`config.mk`:
```
export PLATFORM = sky130hd
export DESIGN_NAME = instr_fetch_unit_flat
export DESIGN_NICKNAME = d
export VERILOG_FILES = /design/src/rtl/instr_fetch_unit_if.sv /design/src/rtl/instr_fetch_unit.sv /design/src/flat_wrapper.sv
export SDC_FILE = /design/constraint.sdc
export NUM_CORES = 1
export LEC_CHECK = 0
export BUFFER_PORTS_ARGS = -buffer_cell sky130_fd_sc_hd__buf_2
export CORE_MARGIN = 2
export CORE_UTILIZATION = 43
export DETAILED_ROUTE_END_ITERATION = 10
export GPL_ROUTABILITY_DRIVEN = 1
export GPL_TIMING_DRIVEN = 1
export PLACE_DENSITY = 0.78
export SKIP_CTS_REPAIR_TIMING = 1
export SLEW_MARGIN = 5
export SYNTH_ARGS = -nofsm -noshare
export SYNTH_HDL_FRONTEND = slang
export SYNTH_SLANG_ARGS = --single-unit
```
`constraint.sdc`:
```
create_clock -name clk -period 3.3 [get_ports clk]
set_clock_uncertainty 0.2 [all_clocks]
set_input_delay 0.99 -clock clk [delete_from_list [all_inputs] [get_ports clk]]
set_output_delay 0.99 -clock clk [all_outputs]
set_load 0.01 [all_outputs]
```
`src/rtl/instr_fetch_unit_if.sv`:
```
// Fetch-stage bundle: instruction-memory port, execute redirect and decode handshake.
// master = fetch unit side, slave = memory/execute/decode side.
interface instr_fetch_unit_if #(
    parameter int unsigned XLEN = 32
);
    logic            imem_req;
    logic [XLEN-1:0] imem_addr;
    logic            imem_gnt;
    logic            imem_rvalid;
    logic [31:0]     imem_rdata;
    logic            redirect;
    logic [XLEN-1:0] redirect_pc;
    logic            instr_valid;
    logic            instr_ready;
    logic [31:0]     instr;
    logic [XLEN-1:0] instr_pc;
    logic [6:0]      opcode;
    logic [2:0]      funct3;
    logic [6:0]      funct7;
    logic            fetch_fault;

    modport master (
        output imem_req, imem_addr,
        input  imem_gnt, imem_rvalid, imem_rdata,
        input  redirect, redirect_pc,
        output instr_valid, instr, instr_pc,
        input  instr_ready,
        output opcode, funct3, funct7, fetch_fault
    );

    modport slave (
        input  imem_req, imem_addr,
        output imem_gnt, imem_rvalid, imem_rdata,
        output redirect, redirect_pc,
        input  instr_valid, instr, instr_pc,
        output instr_ready,
        input  opcode, funct3, funct7, fetch_fault
    );
endinterface

```
`src/rtl/instr_fetch_unit.sv`:
```
// Instruction fetch stage: PC, req/gnt/rvalid fetch port, IR with valid/ready to decode.
// Define IFETCH_MISALIGN_CHK_EN to fault on redirect targets with pc[1:0] != 0.
module instr_fetch_unit #(
    parameter int unsigned     XLEN     = 32,
    parameter logic [XLEN-1:0] RESET_PC = '0,
    parameter int unsigned     MAX_WAIT = 15
) (
    input logic                clk,
    input logic                rst_n,
    instr_fetch_unit_if.master bus
);
    localparam logic [31:0] NOP = 32'h0000_0013;
    localparam int unsigned CW  = $clog2(MAX_WAIT + 1);

    typedef enum logic [2:0] {
        S_IDLE,
        S_REQ,
        S_WAIT,
        S_HOLD,
        S_FAULT
    } state_t;

    state_t          r_state;
    logic [XLEN-1:0] r_pc;
    logic [31:0]     r_ir;
    logic [XLEN-1:0] r_instr_pc;
    logic            r_valid;
    logic            r_fault;
    logic [CW-1:0]   r_wait_cnt;
    logic            r_drop;

    logic [XLEN-1:0] w_redir_pc;
    logic            w_misalign;

`ifdef IFETCH_MISALIGN_CHK_EN
    assign w_redir_pc = bus.redirect_pc;
    assign w_misalign = bus.redirect && (bus.redirect_pc[1:0] != 2'b00);
`else
    logic w_unused_lsb;
    assign w_unused_lsb = ^bus.redirect_pc[1:0];
    assign w_redir_pc   = {bus.redirect_pc[XLEN-1:2], 2'b00};
    assign w_misalign   = 1'b0;
`endif

    always_ff @(posedge clk or negedge rst_n) begin
        if (!rst_n) begin
            r_state    <= S_IDLE;
            r_pc       <= RESET_PC;
            r_ir       <= NOP;
            r_instr_pc <= RESET_PC;
            r_valid    <= 1'b0;
            r_fault    <= 1'b0;
            r_wait_cnt <= '0;
            r_drop     <= 1'b0;
        end else if (w_misalign) begin
            r_state <= S_FAULT;
            r_fault <= 1'b1;
            r_valid <= 1'b0;
        end else begin
            unique case (r_state)
                S_IDLE: r_state <= S_REQ;
                S_REQ: begin
                    if (bus.redirect) r_pc <= w_redir_pc;
                    // drop marks the single outstanding response as stale
                    if (bus.imem_gnt) begin
                        r_state    <= S_WAIT;
                        r_wait_cnt <= '0;
                        r_drop     <= bus.redirect |
                                      (r_drop & ~bus.imem_rvalid);
                    end else if (bus.imem_rvalid) begin
                        r_drop <= 1'b0;
                    end
                end
                S_WAIT: begin
                    if (bus.redirect) begin
                        r_pc    <= w_redir_pc;
                        r_drop  <= ~bus.imem_rvalid;
                        r_state <= S_REQ;
                    end else if (bus.imem_rvalid) begin
                        if (r_drop) begin
                            r_drop  <= 1'b0;
                            r_state <= S_REQ;
                        end else begin
                            r_ir       <= bus.imem_rdata;
                            r_instr_pc <= r_pc;
                            r_pc       <= r_pc + XLEN'(4);
                            r_valid    <= 1'b1;
                            r_state    <= S_HOLD;
                        end
                    end else if (r_wait_cnt == CW'(MAX_WAIT)) begin
                        r_fault <= 1'b1;
                        r_state <= S_FAULT;
                    end else begin
                        r_wait_cnt <= r_wait_cnt + 1'b1;
                    end
                end
                S_HOLD: begin
                    if (bus.redirect) begin
                        r_valid <= 1'b0;
                        r_pc    <= w_redir_pc;
                        r_state <= S_REQ;
                    end else if (bus.instr_ready) begin
                        r_valid <= 1'b0;
                        r_state <= S_REQ;
                    end
                end
                S_FAULT: begin
                    r_valid <= 1'b0;
                    r_state <= S_FAULT;
                end
                default: r_state <= S_IDLE;
            endcase
        end
    end

    assign bus.imem_req    = (r_state == S_REQ);
    assign bus.imem_addr   = r_pc;
    assign bus.instr_valid = r_valid;
    assign bus.instr       = r_ir;
    assign bus.instr_pc    = r_instr_pc;
    assign bus.opcode      = r_ir[6:0];
    assign bus.funct3      = r_ir[14:12];
    assign bus.funct7      = r_ir[31:25];
    assign bus.fetch_fault = r_fault;
endmodule

```
`src/flat_wrapper.sv`:
```
// flat-port wrapper written by rule: the top's interface ports become plain ports
module instr_fetch_unit_flat 
#(
    parameter int unsigned     XLEN     = 32,
    parameter logic [XLEN-1:0] RESET_PC = '0,
    parameter int unsigned     MAX_WAIT = 15
)
  (clk, rst_n, bus_imem_req, bus_imem_addr, bus_imem_gnt, bus_imem_rvalid, bus_imem_rdata, bus_redirect, bus_redirect_pc, bus_instr_valid, bus_instr, bus_instr_pc, bus_instr_ready, bus_opcode, bus_funct3, bus_funct7, bus_fetch_fault);
  instr_fetch_unit_if #(.XLEN(XLEN)) bus_i ();
  input logic clk;
  input logic rst_n;
  output wire logic [$bits(bus_i.imem_req)-1:0] bus_imem_req;
  output wire logic [$bits(bus_i.imem_addr)-1:0] bus_imem_addr;
  input wire logic [$bits(bus_i.imem_gnt)-1:0] bus_imem_gnt;
  input wire logic [$bits(bus_i.imem_rvalid)-1:0] bus_imem_rvalid;
  input wire logic [$bits(bus_i.imem_rdata)-1:0] bus_imem_rdata;
  input wire logic [$bits(bus_i.redirect)-1:0] bus_redirect;
  input wire logic [$bits(bus_i.redirect_pc)-1:0] bus_redirect_pc;
  output wire logic [$bits(bus_i.instr_valid)-1:0] bus_instr_valid;
  output wire logic [$bits(bus_i.instr)-1:0] bus_instr;
  output wire logic [$bits(bus_i.instr_pc)-1:0] bus_instr_pc;
  input wire logic [$bits(bus_i.instr_ready)-1:0] bus_instr_ready;
  output wire logic [$bits(bus_i.opcode)-1:0] bus_opcode;
  output wire logic [$bits(bus_i.funct3)-1:0] bus_funct3;
  output wire logic [$bits(bus_i.funct7)-1:0] bus_funct7;
  output wire logic [$bits(bus_i.fetch_fault)-1:0] bus_fetch_fault;
  assign bus_imem_req = bus_i.imem_req;
  assign bus_imem_addr = bus_i.imem_addr;
  assign bus_i.imem_gnt = bus_imem_gnt;
  assign bus_i.imem_rvalid = bus_imem_rvalid;
  assign bus_i.imem_rdata = bus_imem_rdata;
  assign bus_i.redirect = bus_redirect;
  assign bus_i.redirect_pc = bus_redirect_pc;
  assign bus_instr_valid = bus_i.instr_valid;
  assign bus_instr = bus_i.instr;
  assign bus_instr_pc = bus_i.instr_pc;
  assign bus_i.instr_ready = bus_instr_ready;
  assign bus_opcode = bus_i.opcode;
  assign bus_funct3 = bus_i.funct3;
  assign bus_funct7 = bus_i.funct7;
  assign bus_fetch_fault = bus_i.fetch_fault;
  instr_fetch_unit #(.XLEN(XLEN), .RESET_PC(RESET_PC), .MAX_WAIT(MAX_WAIT)) u_core (.clk(clk), .rst_n(rst_n), .bus(bus_i));
endmodule
```
Yosys cells after proc, flatten, opt, wreduce, memory -nomap -nowiden --
Cells that the tools add are included.
Cells by class: add/subtract/negate cells 2, equal/unequal tests 16, mux-type cells 28, bitwise operators 5, reduce and logical (&&, ||, !) cells 11
Operator list (count):
- $mux 32 | 4
- $pmux 32 s2 | 1
- $add 32x3->32 const B | 1
- $mux 3 | 6
- $mux 4 | 4
- $pmux 3 s5 | 1
- $reduce_and 4->1 | 3
- $ne 2x2->1 const B | 5
- $reduce_and 5->1 | 2
- $ne 3x3->1 const B | 3
- $mux 1 | 8
- $pmux 4 s2 | 1
- $eq 3x2->1 const B | 2
- $add 4x1->4 const B | 1
- $eq 4x4->1 const B | 1
- $ne 2x1->1 const B | 2
- $ne 4x3->1 const B | 1
- $reduce_bool 2->1 | 2
- $eq 3x1->1 const B | 1
- $eq 3x3->1 const B | 1
- $logic_not 3->1 | 1
- $not 1->1 | 3
- $pmux 1 s3 | 1
- $reduce_and 3->1 | 1
- other kinds (6) | 6
Word-level totals: register bits 106, input port bits 70, output and inout bits 116

Longest topological paths before layout --
Gate-level depths: netlist (run 1).
depth after elaboration 5, mapped depth 9, mapped depth without buffers 6

Worst setup path before layout (run 1) --
Ideal clock, no wire load.
kind input-to-reg, start in bus_imem_rvalid, end reg u_core.r_pc[28], in the netlist u_core.bus.imem_addr[28], arrival 2119 ps, required time 2977 ps, setup slack 858 ps, stages 5, path through nor3b_1 > o21bai_1 > or4_1 > o22ai_1 > nor2_1
Between the ends: longest elaborated chain between the ends 2
RTL lines:
- start: declaration | line flat_wrapper.sv:15 | input wire logic [$bits(bus_i.imem_rvalid)-1:0] bus_imem_rvalid;
- $ne 3x3->1 (no source line)
- $reduce_and 4->1 (no source line)
- end signal: assignment | line instr_fetch_unit.sv:63 | if (bus.redirect) r_pc <= w_redir_pc;
- end signal: assignment | line instr_fetch_unit.sv:76 | r_pc <= w_redir_pc;
- end signal: assignment | line instr_fetch_unit.sv:86 | r_pc <= r_pc + XLEN'(4);
- end: declaration | line instr_fetch_unit.sv:24 | logic [XLEN-1:0] r_pc;
Every way passes these cells. A chain may end at the register's enable or synchronous reset.

Final worst setup path (run 1) --
start reg u_core.r_state[0], end out bus_imem_req
Between the ends: longest elaborated chain between the ends 1
RTL lines:
- start: declaration | line instr_fetch_unit.sv:23 | state_t r_state;
- start signal: assignment | line instr_fetch_unit.sv:47 | r_state <= S_IDLE;
- start signal: assignment | line instr_fetch_unit.sv:56 | r_state <= S_FAULT;
- start signal: assignment | line instr_fetch_unit.sv:61 | S_IDLE: r_state <= S_REQ;
- $eq 3x1->1 | line instr_fetch_unit.sv:116 | assign bus.imem_req = (r_state == S_REQ);
- end: declaration | line flat_wrapper.sv:12 | output wire logic [$bits(bus_i.imem_req)-1:0] bus_imem_req;
Every way passes these cells.

==> results of run 1 <==
==> sequential cells by signal (all words and copies together) (netlist names) <==
| name | flops |
|---|---|
| u_core.r_drop | 1 |
| u_core.bus.instr_valid | 1 |
| u_core.bus.imem_addr | 30 |
| u_core.bus.instr | 32 |
| u_core.r_wait_cnt | 4 |
| u_core.r_state | 3 |
| u_core.bus.fetch_fault | 1 |
| u_core.bus.instr_pc | 30 |
==> worst max-delay path, cell delays in order, from the launching register on <==
cell      delay, ns
dfrtp_1        0.53
nand2b_1       0.24
nor2_1         0.19
buf_2          0.18
==> synthesized netlist by cell type, drive strengths merged (8+ instances only) <==
cell     count
a21oi       38
o21ai       22
clkbuf      16
nand3       18
dfrtp       99
buf         30
nand4        9
o22ai       15
a2bb2oi     11
nor2        27
mux2        59
nand2       36
nor3         8
==> metal layers <==
layer / up-vias / track usage [%] / wire length [um]
li1: 1943 / - / -
met5: - / 0 / 0
met3: 15 / 4.698 / 861
met4: 0 / 6.911 / 211
met1: 1971 / 27.70 / 5423
met2: 155 / 30.24 / 5838
==> through the flow <==
step / hold WS (ns) / setup slack, ns / utilization, %
after global routing: 0.3007 / 0.5280 / 54.14
after floorplan: 0.2854 / 0.8581 / -
final: 0.2747 / 0.6411 / 54.14
after CTS: 0.2812 / 0.6398 / 54.14
after detailed placement: 0.2664 / 0.4586 / 51.72
after global placement: 0.2595 / 0.4734 / 51.72
==> logic make-up after synthesis <==
logic type,after synthesis,share of synthesized area (%)
flip-flops,102,50.86
XOR/XNOR,1,0.1743
other,1,0.07461
adder cells (fa/ha/maj),2,0.4978
buffers and inverters,50,6.149
AND/OR/NAND/NOR,124,12.30
AO/OA/AOI/OAI,113,13.99
multiplexers,60,15.96
==> where the power goes <==
part | leakage [nW] | internal (W) | switching, W | total [W]
Combinational | 1.68 | 0.00122 | 0.00125 | 0.00247
Sequential | 1.23 | 0.00183 | 0.000571 | 0.00240
Clock | 0.131 | 0.000512 | 0.000468 | 0.000981
==> cell type report <==
type / instances / area (um^2)
fill: 995 / 5236
sequential: 102 / 2556
multi-input combinational: 304 / 2172
timing repair buffer: 187 / 983.4
clock buffer: 9 / 225.2
tap: 143 / 178.9
clock inverter: 7 / 51.30
inverter: 4 / 15.01
==> worst paths after layout <==
check	cells after the start	end	slack, ns
worst min-delay path	2	u_core.bus.instr_pc[17]$_DFFE_PN0P_	0.27
worst max-delay path	3	bus_imem_req	0.64
worst min register to register	2	u_core.bus.instr_pc[17]$_DFFE_PN0P_	0.27
max in group asynchronous	2	u_core.r_drop$_DFFE_PN0P_	1.71
min in group asynchronous	1	u_core.bus.instr_pc[26]$_DFFE_PN0P_	0.48
worst max register to register	4	u_core.bus.instr_pc[23]$_DFFE_PN0P_	0.70
==> out/metrics.yaml, run 1 <==
cts_tree: "yes"
cts_made_buffers: 9
routed_wl_um: 12330
synth_cell_types: 47
drcViolationCount: 0
powerDensity_nw_per_um2: 946.9
layout_common_cells: "buf_2, dfrtp_1, a21oi_1, nand2_1, mux2_4"
hpwl_um: 8991
min-delay-start: "u_core.bus.instr_pc[17]$_DFFE_PN0P_"
drv_cap: 0
setup_tns_ns: 0
viasPerCell: 5.402
cts.sinks: 102
start_util_pct: 44.02
drt_iter0_drc: 309
leakage_nw: 3.043
core_um2: 11420
dieArea_um2: 12570
end_kind: "primary output"
synth_area_leaders: "dfrtp_1, mux2_4, mux2_2"
final_cells: 756
synth_top_area_share_pct: 49.29
reg2reg_from: "u_core.r_state[1]$_DFFE_PN0P_"
drt_pass1_iterations: 4
cts-root-buf: "clkbuf_16"
syn_inst: 453
placed_area_um2: 5906
grt_overflow: 0
grt_pass1_vias: 3993
worst_slew_margin_rel_pct: 44.50
syn_to_final_growth_pct: 23.00
ys.flop_type: "dfrtp_1"
clkLatencyLatePin_ns: 0.34
finalCritPeriodShare_pct: 80.57
crit_path_start_kind: "flip-flop"
clk_pin_slew_ns: 0.07
wl_per_cell_um: 16.31
setup_viol: 0
worst-setup-path-type: "flip-flop to primary output"
ys_seq_elements: 102
crit_start: "u_core.r_state[0]$_DFFE_PN0P_"
ir_worst_vdd_uv: 478.5
fmax_mhz: 376.1
ant_nets: 0
crit_fanout: 12
slew_viol_final: 0
final_common_cell: "buf_2"
ios: 186
dp.cells: 740
gp_congestion: 0.8486
drive_gt1_share_pct: 43.72
worstMarginPinSlew_ns: 0.8262
ys_seq_area_share_pct: 50.86
nets: 680
async_flop_share_pct: 100.0
antenna_found_initial: 0
yosysTopAreaCell: "dfrtp_1"
min_path_type: "flip-flop to flip-flop"
design_area_um2: 6182
cts_buffer_depth: 2
num_vias: 4084
status: "completed"
synth_edf_count: 0
synth_area_um2: 5026
grt_use_total_pct: 19.74
fin_total_pwr_w: 0.005854
grt_max_degree: 57
port_buffers: 179
finalHoldViolations: 0
die_w_um: 112.1
worstPathRequired_ns: 2.11
synth.avg_cell_area_um2: 11.10
rsz0062_at_grt: "false"
cp.arrival_ns: 1.47
ys.warnings.count: 0
die_h_um: 112.1
antenna_cells: 0
grt_first_pass_wirelength_um: 20220
rows: 39
htree_levels: 3
min_period_ns: 2.659
No activity file was read; power rests on OpenSTA's default activity.
==> run 2, diff against run 1 <==
Settings changed: ABC_AREA set to 1, PLACE_DENSITY 0.78 to 0.77.
Clock period 3.3 ns to 2.6 ns, I/O delays scaled along.
==> run 2 against run 1 <==
Net effect:
- critical path depth grew 1
- cell count rose by 41%
- via count increased by 24%
- worst setup slack worse by 0.34 ns
- synthesized cell count increased by 62%
- count of clock-buffer cells in the layout rose by 3
- sequential power rose by 25%
- flip-flop and latch count stayed put
- area after synthesis up 6.1%
==> out/metrics.yaml, run 2 <==
fin_total_pwr_w: 0.007858  # +34%
synth.most_common_cell: "nand2_1"
layout_common_cells: "nand2_1, buf_2, dfrtp_1, nor2_1, o21ai_0"
min_path_type: "input pin to asynchronous set/reset pin"
antenna_found_initial: 2  # +2
cpLargestDelayFamily: "flip-flops"
synth_area_leaders: "dfrtp_1, nand2_1, nor2_1"
end_kind: "primary output"
ios: 186  # unchanged
syn_inst: 733  # +62%
cts_buffer_depth: 2  # unchanged
drt_iter0_drc: 409  # +32%
synthTopCellsByCount: "nand2_1, dfrtp_1, nor2_1"
synth_area_um2: 5334  # +6.1%
wl_per_cell_um: 13.18  # -19%
ys_seq_elements: 102  # unchanged
die_w_um: 115.4  # +2.9%
rows: 40  # +2.6%
grt_max_degree: 92  # +61%
rsz0062_at_grt: "false"
grt_pass1_vias: 4492  # +12%
powerDensity_nw_per_um2: 1186  # +25%
grt_overflow: 0  # unchanged
design_area_um2: 6624  # +7.1%
status: "completed"
nets: 963  # +42%
drive_gt1_share_pct: 24.44  # -19 points
yosysTopAreaCell: "dfrtp_1"
p_comb_share_pct: 44.5  # +2.3 points
cts_made_buffers: 9  # unchanged
cts-root-buf: "clkbuf_16"
grt_first_pass_wirelength_um: 22450  # +11%
worst-setup-path-type: "flip-flop to primary output"
dieArea_um2: 13310  # +5.9%
placed_area_um2: 6317  # +7.0%
htree_levels: 3  # unchanged
cpPeakStageDelay_ns: 0.43  # -0.10 ns
ys.flop_type: "dfrtp_1"
worstMarginPinSlew_ns: 0.5454  # -0.2808 ns
die_h_um: 115.4  # +2.9%
largest_reg_flops: 32  # unchanged
power.share.clock_pct: 17.2  # +0.4 points
power_switching_w: 0.003347  # +46%
synth_cell_types: 31  # -34%
hpwl_um: 10560  # +17%
ant_nets: 0  # unchanged
switching_share_pct: 42.59  # +3.4 points
drv_cap: 0  # unchanged
dp.cells: 1048  # +42%
drt_pass1_iterations: 5  # +1
drcViolationCount: 0  # unchanged
setup_tns_ns: 0  # unchanged
synth_top_area_share_pct: 46.45  # -2.8 points
fmax_mhz: 435.6
path_cells: "inv_2, nand2_1, nor2_1, buf_2"
utilization_pct: 54.92  # +0.78 points
setup_viol: 0  # unchanged
syn_to_final_growth_pct: 24.18
viasPerCell: 4.748  # -12%
intPower_w: 0.004511  # +27%
finalCritPeriodShare_pct: 88.30
gp_congestion: 0.9263  # +9.2%
ir_worst_vdd_uv: 569.2  # +19%
synth.avg_cell_area_um2: 7.277  # -34%
clkLatencyLatePin_ns: 0.35  # about the same
crit_fanout: 4  # -8
ys.warnings.count: 0  # unchanged
cp.arrival_ns: 1.32  # -0.15 ns
worst_slew_margin_rel_pct: 63.64  # +19 points
routed_wl_um: 14060  # +14%
cts.sinks: 102  # unchanged
final.fill_count: 1176  # +18%
slowest_stage: "dfrtp_1"
min_period_ns: 2.296
crit_path_start_kind: "flip-flop"
final_cells: 1066  # +41%
async_flop_share_pct: 100.0  # unchanged
clk_pin_slew_ns: 0.07  # about the same
finalHoldViolations: 0  # unchanged
core_um2: 12060  # +5.6%
grt_use_total_pct: 21.61  # +1.9 points
final_common_cell: "nand2_1"
num_vias: 5061  # +24%
worstPathRequired_ns: 1.62  # -0.49 ns
cts_tree: "yes"
start_util_pct: 44.22  # +0.20 points
slew_viol_final: 0  # unchanged
leakage_nw: 3.579  # +18%
ys_seq_area_share_pct: 47.92  # -2.9 points
path_buf_inv: 2  # +1
synth_edf_count: 0  # unchanged
port_buffers: 179  # unchanged
p_seq_share_pct: 38.3  # -2.7 points
[run 2: through the flow]
stage          worst slack [ns]  hold WS, ns
2_1_floorplan            0.7447       0.2707
3_3_place_gp             0.3680       0.2581
3_5_place_dp             0.3377       0.2599
4_1_cts                  0.2886       0.2233
5_1_grt                  0.1877       0.2545
6_report                 0.3041       0.2106
[run 2: per-layer routing]
metal	vias up	part of all wire, %	track usage, %
li1	2580	-	-
met1	2275	46	31.11
met2	182	44	31.42
met3	24	7.0	4.955
met4	0	2.4	8.916
met5	-	0	0
[run 2: area by class of cell]
class                   instances  area (um^2)  share of cell area [%]
clock buffers                  12        256.5                   3.872
inverters                      43        161.4                   2.437
flip-flops and latches        102         2556                   38.59
multi-input cells             545         2333                   35.23
well taps                     168        210.2                   3.173
diodes                          2        5.005                 0.07556
clock inverters                 4        45.04                  0.6800
repair buffers                190         1056                   15.94
[run 2: cell families after synthesis]
family	share of synthesized area, %
XOR/XNOR	1.314
AND/OR/NAND/NOR	33.69
flip-flops	47.92
adder cells (fa/ha/maj)	0.4691
other	0.07031
multiplexers	1.032
buffers and inverters	8.726
AO/OA/AOI/OAI	6.779
[run 2: path summary, 6_finish.rpt]
path / from / end / slack (ns) / cells past startpoint
setup / recovery: u_core.r_state[2]$_DFFE_PN0P_ / bus_imem_req / 0.30 / 4
hold / removal: rst_n / u_core.bus.imem_addr[26]$_DFFE_PN0P_ / 0.21 / 1
setup reg to reg: u_core.bus.imem_addr[2]$_DFFE_PN0P_ / u_core.bus.imem_addr[28]$_DFFE_PN0P_ / 0.42 / 10
hold reg to reg: u_core.bus.instr[10]$_DFFE_PN0P_ / u_core.bus.instr[10]$_DFFE_PN0P_ / 0.27 / 2
max in group asynchronous: rst_n / u_core.bus.instr[0]$_DFFE_PN1P_ / 1.32 / 2
min in group clk: u_core.bus.instr[10]$_DFFE_PN0P_ / u_core.bus.instr[10]$_DFFE_PN0P_ / 0.27 / 2
[run 2: worst reg2reg max path: cells and delay by family (launching register included)]
| kind | cells | cell delay (ns) |
|---|---|---|
| simple gates | 9 | 1.20 |
| flops | 1 | 0.45 |
| fa+ha+maj | 1 | 0.24 |
[run 2: power by group through the flow]
stage / Sequential [W] / Combinational (W) / Clock [W]
final: 0.00301 / 0.00349 / 0.00135
after floorplan: 0.00324 / 0.00200 / 0
after global placement: 0.00301 / 0.00343 / 0
after global routing: 0.00312 / 0.00398 / 0.00145
after CTS: 0.00301 / 0.00353 / 0.00140
after detailed placement: 0.00303 / 0.00351 / 0
==> run 3, diff against run 2 <==
Settings changed: CELL_PAD_IN_SITES_DETAIL_PLACEMENT set to 1, CELL_PAD_IN_SITES_GLOBAL_PLACEMENT set to 1, CORE_UTILIZATION 43 to 35, PLACE_DENSITY 0.77 to 0.87.
==> run 3 against run 2 <==
Net effect:
- cell count is 1.8% higher
- global-route usage is 0.83 points lower
- fmax is 1.3% lower
- power is 3.8% higher
- register-to-register slack better by 0.04 ns
- non-clock buffer count is 1 higher
- wire length is 17% higher
- sequential power hardly changed
- first-iteration DRC count is 44% lower
- largest power group unchanged
- count of clock-buffer cells in the layout is 3 lower
- critical endpoint unchanged
- highest routed layer unchanged
==> out/metrics.yaml, run 3 (synthesis gave the netlist of run 2 again) <==
antenna_found_initial: 0  # -2
ant_nets: 0  # unchanged
fmax_mhz: 429.9  # -1.3%
placed_area_um2: 6337  # +0.32%
viasPerCell: 4.822  # +1.6%
end_kind: "primary output"
grt_max_degree: 92  # unchanged
drt_iter0_drc: 227  # -44%
htree_levels: 3  # unchanged
cts-root-buf: "clkbuf_16"
fin_total_pwr_w: 0.008157  # +3.8%
setup_viol: 0  # unchanged
wl_per_cell_um: 15.14  # +15%
num_vias: 5232  # +3.4%
drive_gt1_share_pct: 24.64  # +0.20 points
design_area_um2: 6668  # +0.66%
port_buffers: 179  # unchanged
finalCritPeriodShare_pct: 89.48  # +1.2 points
grt_pass1_vias: 5272  # +17%
ios: 186  # unchanged
leakage_nw: 3.592  # +0.35%
worst_slew_margin_rel_pct: 65.39  # +1.7 points
final.fill_count: 1945  # +65%
die_w_um: 127.5  # +10%
syn_to_final_growth_pct: 25.01
dieArea_um2: 16240  # +22%
cts_made_buffers: 9  # unchanged
worstPathRequired_ns: 1.62  # about the same
cts_tree: "yes"
nets: 964  # +0.10%
core_um2: 15030  # +25%
grt_overflow: 0  # unchanged
status: "completed"
antenna_cells: 0  # -2
largest_reg_flops: 32  # unchanged
layout_common_cells: "nand2_1, buf_2, dfrtp_1, nor2_1, o21ai_0"
min_period_ns: 2.326  # +0.03045 ns
crit_path_start_kind: "flip-flop"
cts_buffer_depth: 2  # unchanged
hpwl_um: 12430  # +18%
drt_pass1_iterations: 4  # -1
rsz0062_at_grt: "false"
finalHoldViolations: 0  # unchanged
grt_first_pass_wirelength_um: 26650  # +19%
drcViolationCount: 0  # unchanged
powerDensity_nw_per_um2: 1223  # +3.1%
min_path_type: "input pin to asynchronous set/reset pin"
grt_use_total_pct: 20.78  # -0.83 points
worstMarginPinSlew_ns: 0.5192  # -0.02618 ns
cts.sinks: 102  # unchanged
ir_worst_vdd_uv: 409.5  # -28%
worst-setup-path-type: "flip-flop to primary output"
cp.arrival_ns: 1.35  # +0.03 ns
slew_viol_final: 0  # unchanged
final_common_cell: "nand2_1"
timing.hold.ws_ns: 0.2183  # +0.007721 ns
clk_pin_slew_ns: 0.08  # about the same
clkLatencyLatePin_ns: 0.36  # about the same
rows: 45  # +13%
routed_wl_um: 16420  # +17%
drv_cap: 0  # unchanged
gp_congestion: 0.8908  # -3.8%
setup_tns_ns: 0  # unchanged
crit_fanout: 4  # unchanged
utilization_pct: 44.35  # -11 points
start_util_pct: 35.48  # -8.7 points
die_h_um: 127.5  # +10%
==> run 3: cell count changes in the layout (fill, tap and decap cells not counted), sizes merged <==
| cell | previous run | this run |
|---|---|---|
| clkbuf | 12 | 9 |
| diode | 2 | 0 |
| buf | 190 | 191 |
| inv | 42 | 45 |
| clkinv | 4 | 3 |
| bufinv | 1 | 2 |
==> run 3: critical path, cell delays in order, from the launching register on <==
cell and delay, ns:
dfrtp_1 0.43, inv_2 0.09, nand2_1 0.09, nor2_1 0.20, buf_2 0.17
==> run 3: worst paths after layout <==
check,cells past startpoint,from,end,slack [ns]
hold / removal,2,rst_n,u_core.bus.imem_addr[24]$_DFFE_PN0P_,0.22
setup reg to reg,10,u_core.bus.imem_addr[2]$_DFFE_PN0P_,u_core.bus.imem_addr[28]$_DFFE_PN0P_,0.46
setup / recovery,4,u_core.r_state[2]$_DFFE_PN0P_,bus_imem_req,0.27
min in group clk,2,u_core.bus.instr[17]$_DFFE_PN0P_,u_core.bus.instr[17]$_DFFE_PN0P_,0.27
max in group asynchronous,2,rst_n,u_core.bus.instr[4]$_DFFE_PN1P_,1.52
hold reg to reg,2,u_core.bus.instr[17]$_DFFE_PN0P_,u_core.bus.instr[17]$_DFFE_PN0P_,0.27
==> run 3: final cells by class <==
class	count	area, um^2	area share, %
multi-input combinational	545	2333	35.00
clock buffer	9	225.2	3.378
timing repair buffer	191	1051	15.76
sequential	102	2556	38.34
inverter	43	161.4	2.421
tap	188	235.2	3.528
clock inverter	7	105.1	1.576
==> run 3: metrics by stage <==
step / setup WS, ns / instances
after CTS: 0.2497 / 1085
after global routing: 0.1868 / 1085
after detailed placement: 0.2831 / 1069
after floorplan: 0.7447 / 736
final: 0.2736 / 1085
after global placement: 0.3162 / 1069
==> run 3: power by group <==
part	switching, W	total, W	internal, W	leakage, nW
Clock	0.000653	0.00151	0.000861	0.164
Sequential	0.000697	0.00303	0.00234	1.29
Combinational	0.00222	0.00361	0.00139	2.14
==> run 3: per-layer routing <==
layer | vias to the layer above | wire length, um | track usage [%]
li1 | 2574 | - | -
met1 | 2509 | 7693 | 27.55
met2 | 131 | 7684 | 34.22
met3 | 18 | 779 | 4.397
met4 | 0 | 265 | 6.335
met5 | - | 0 | 0
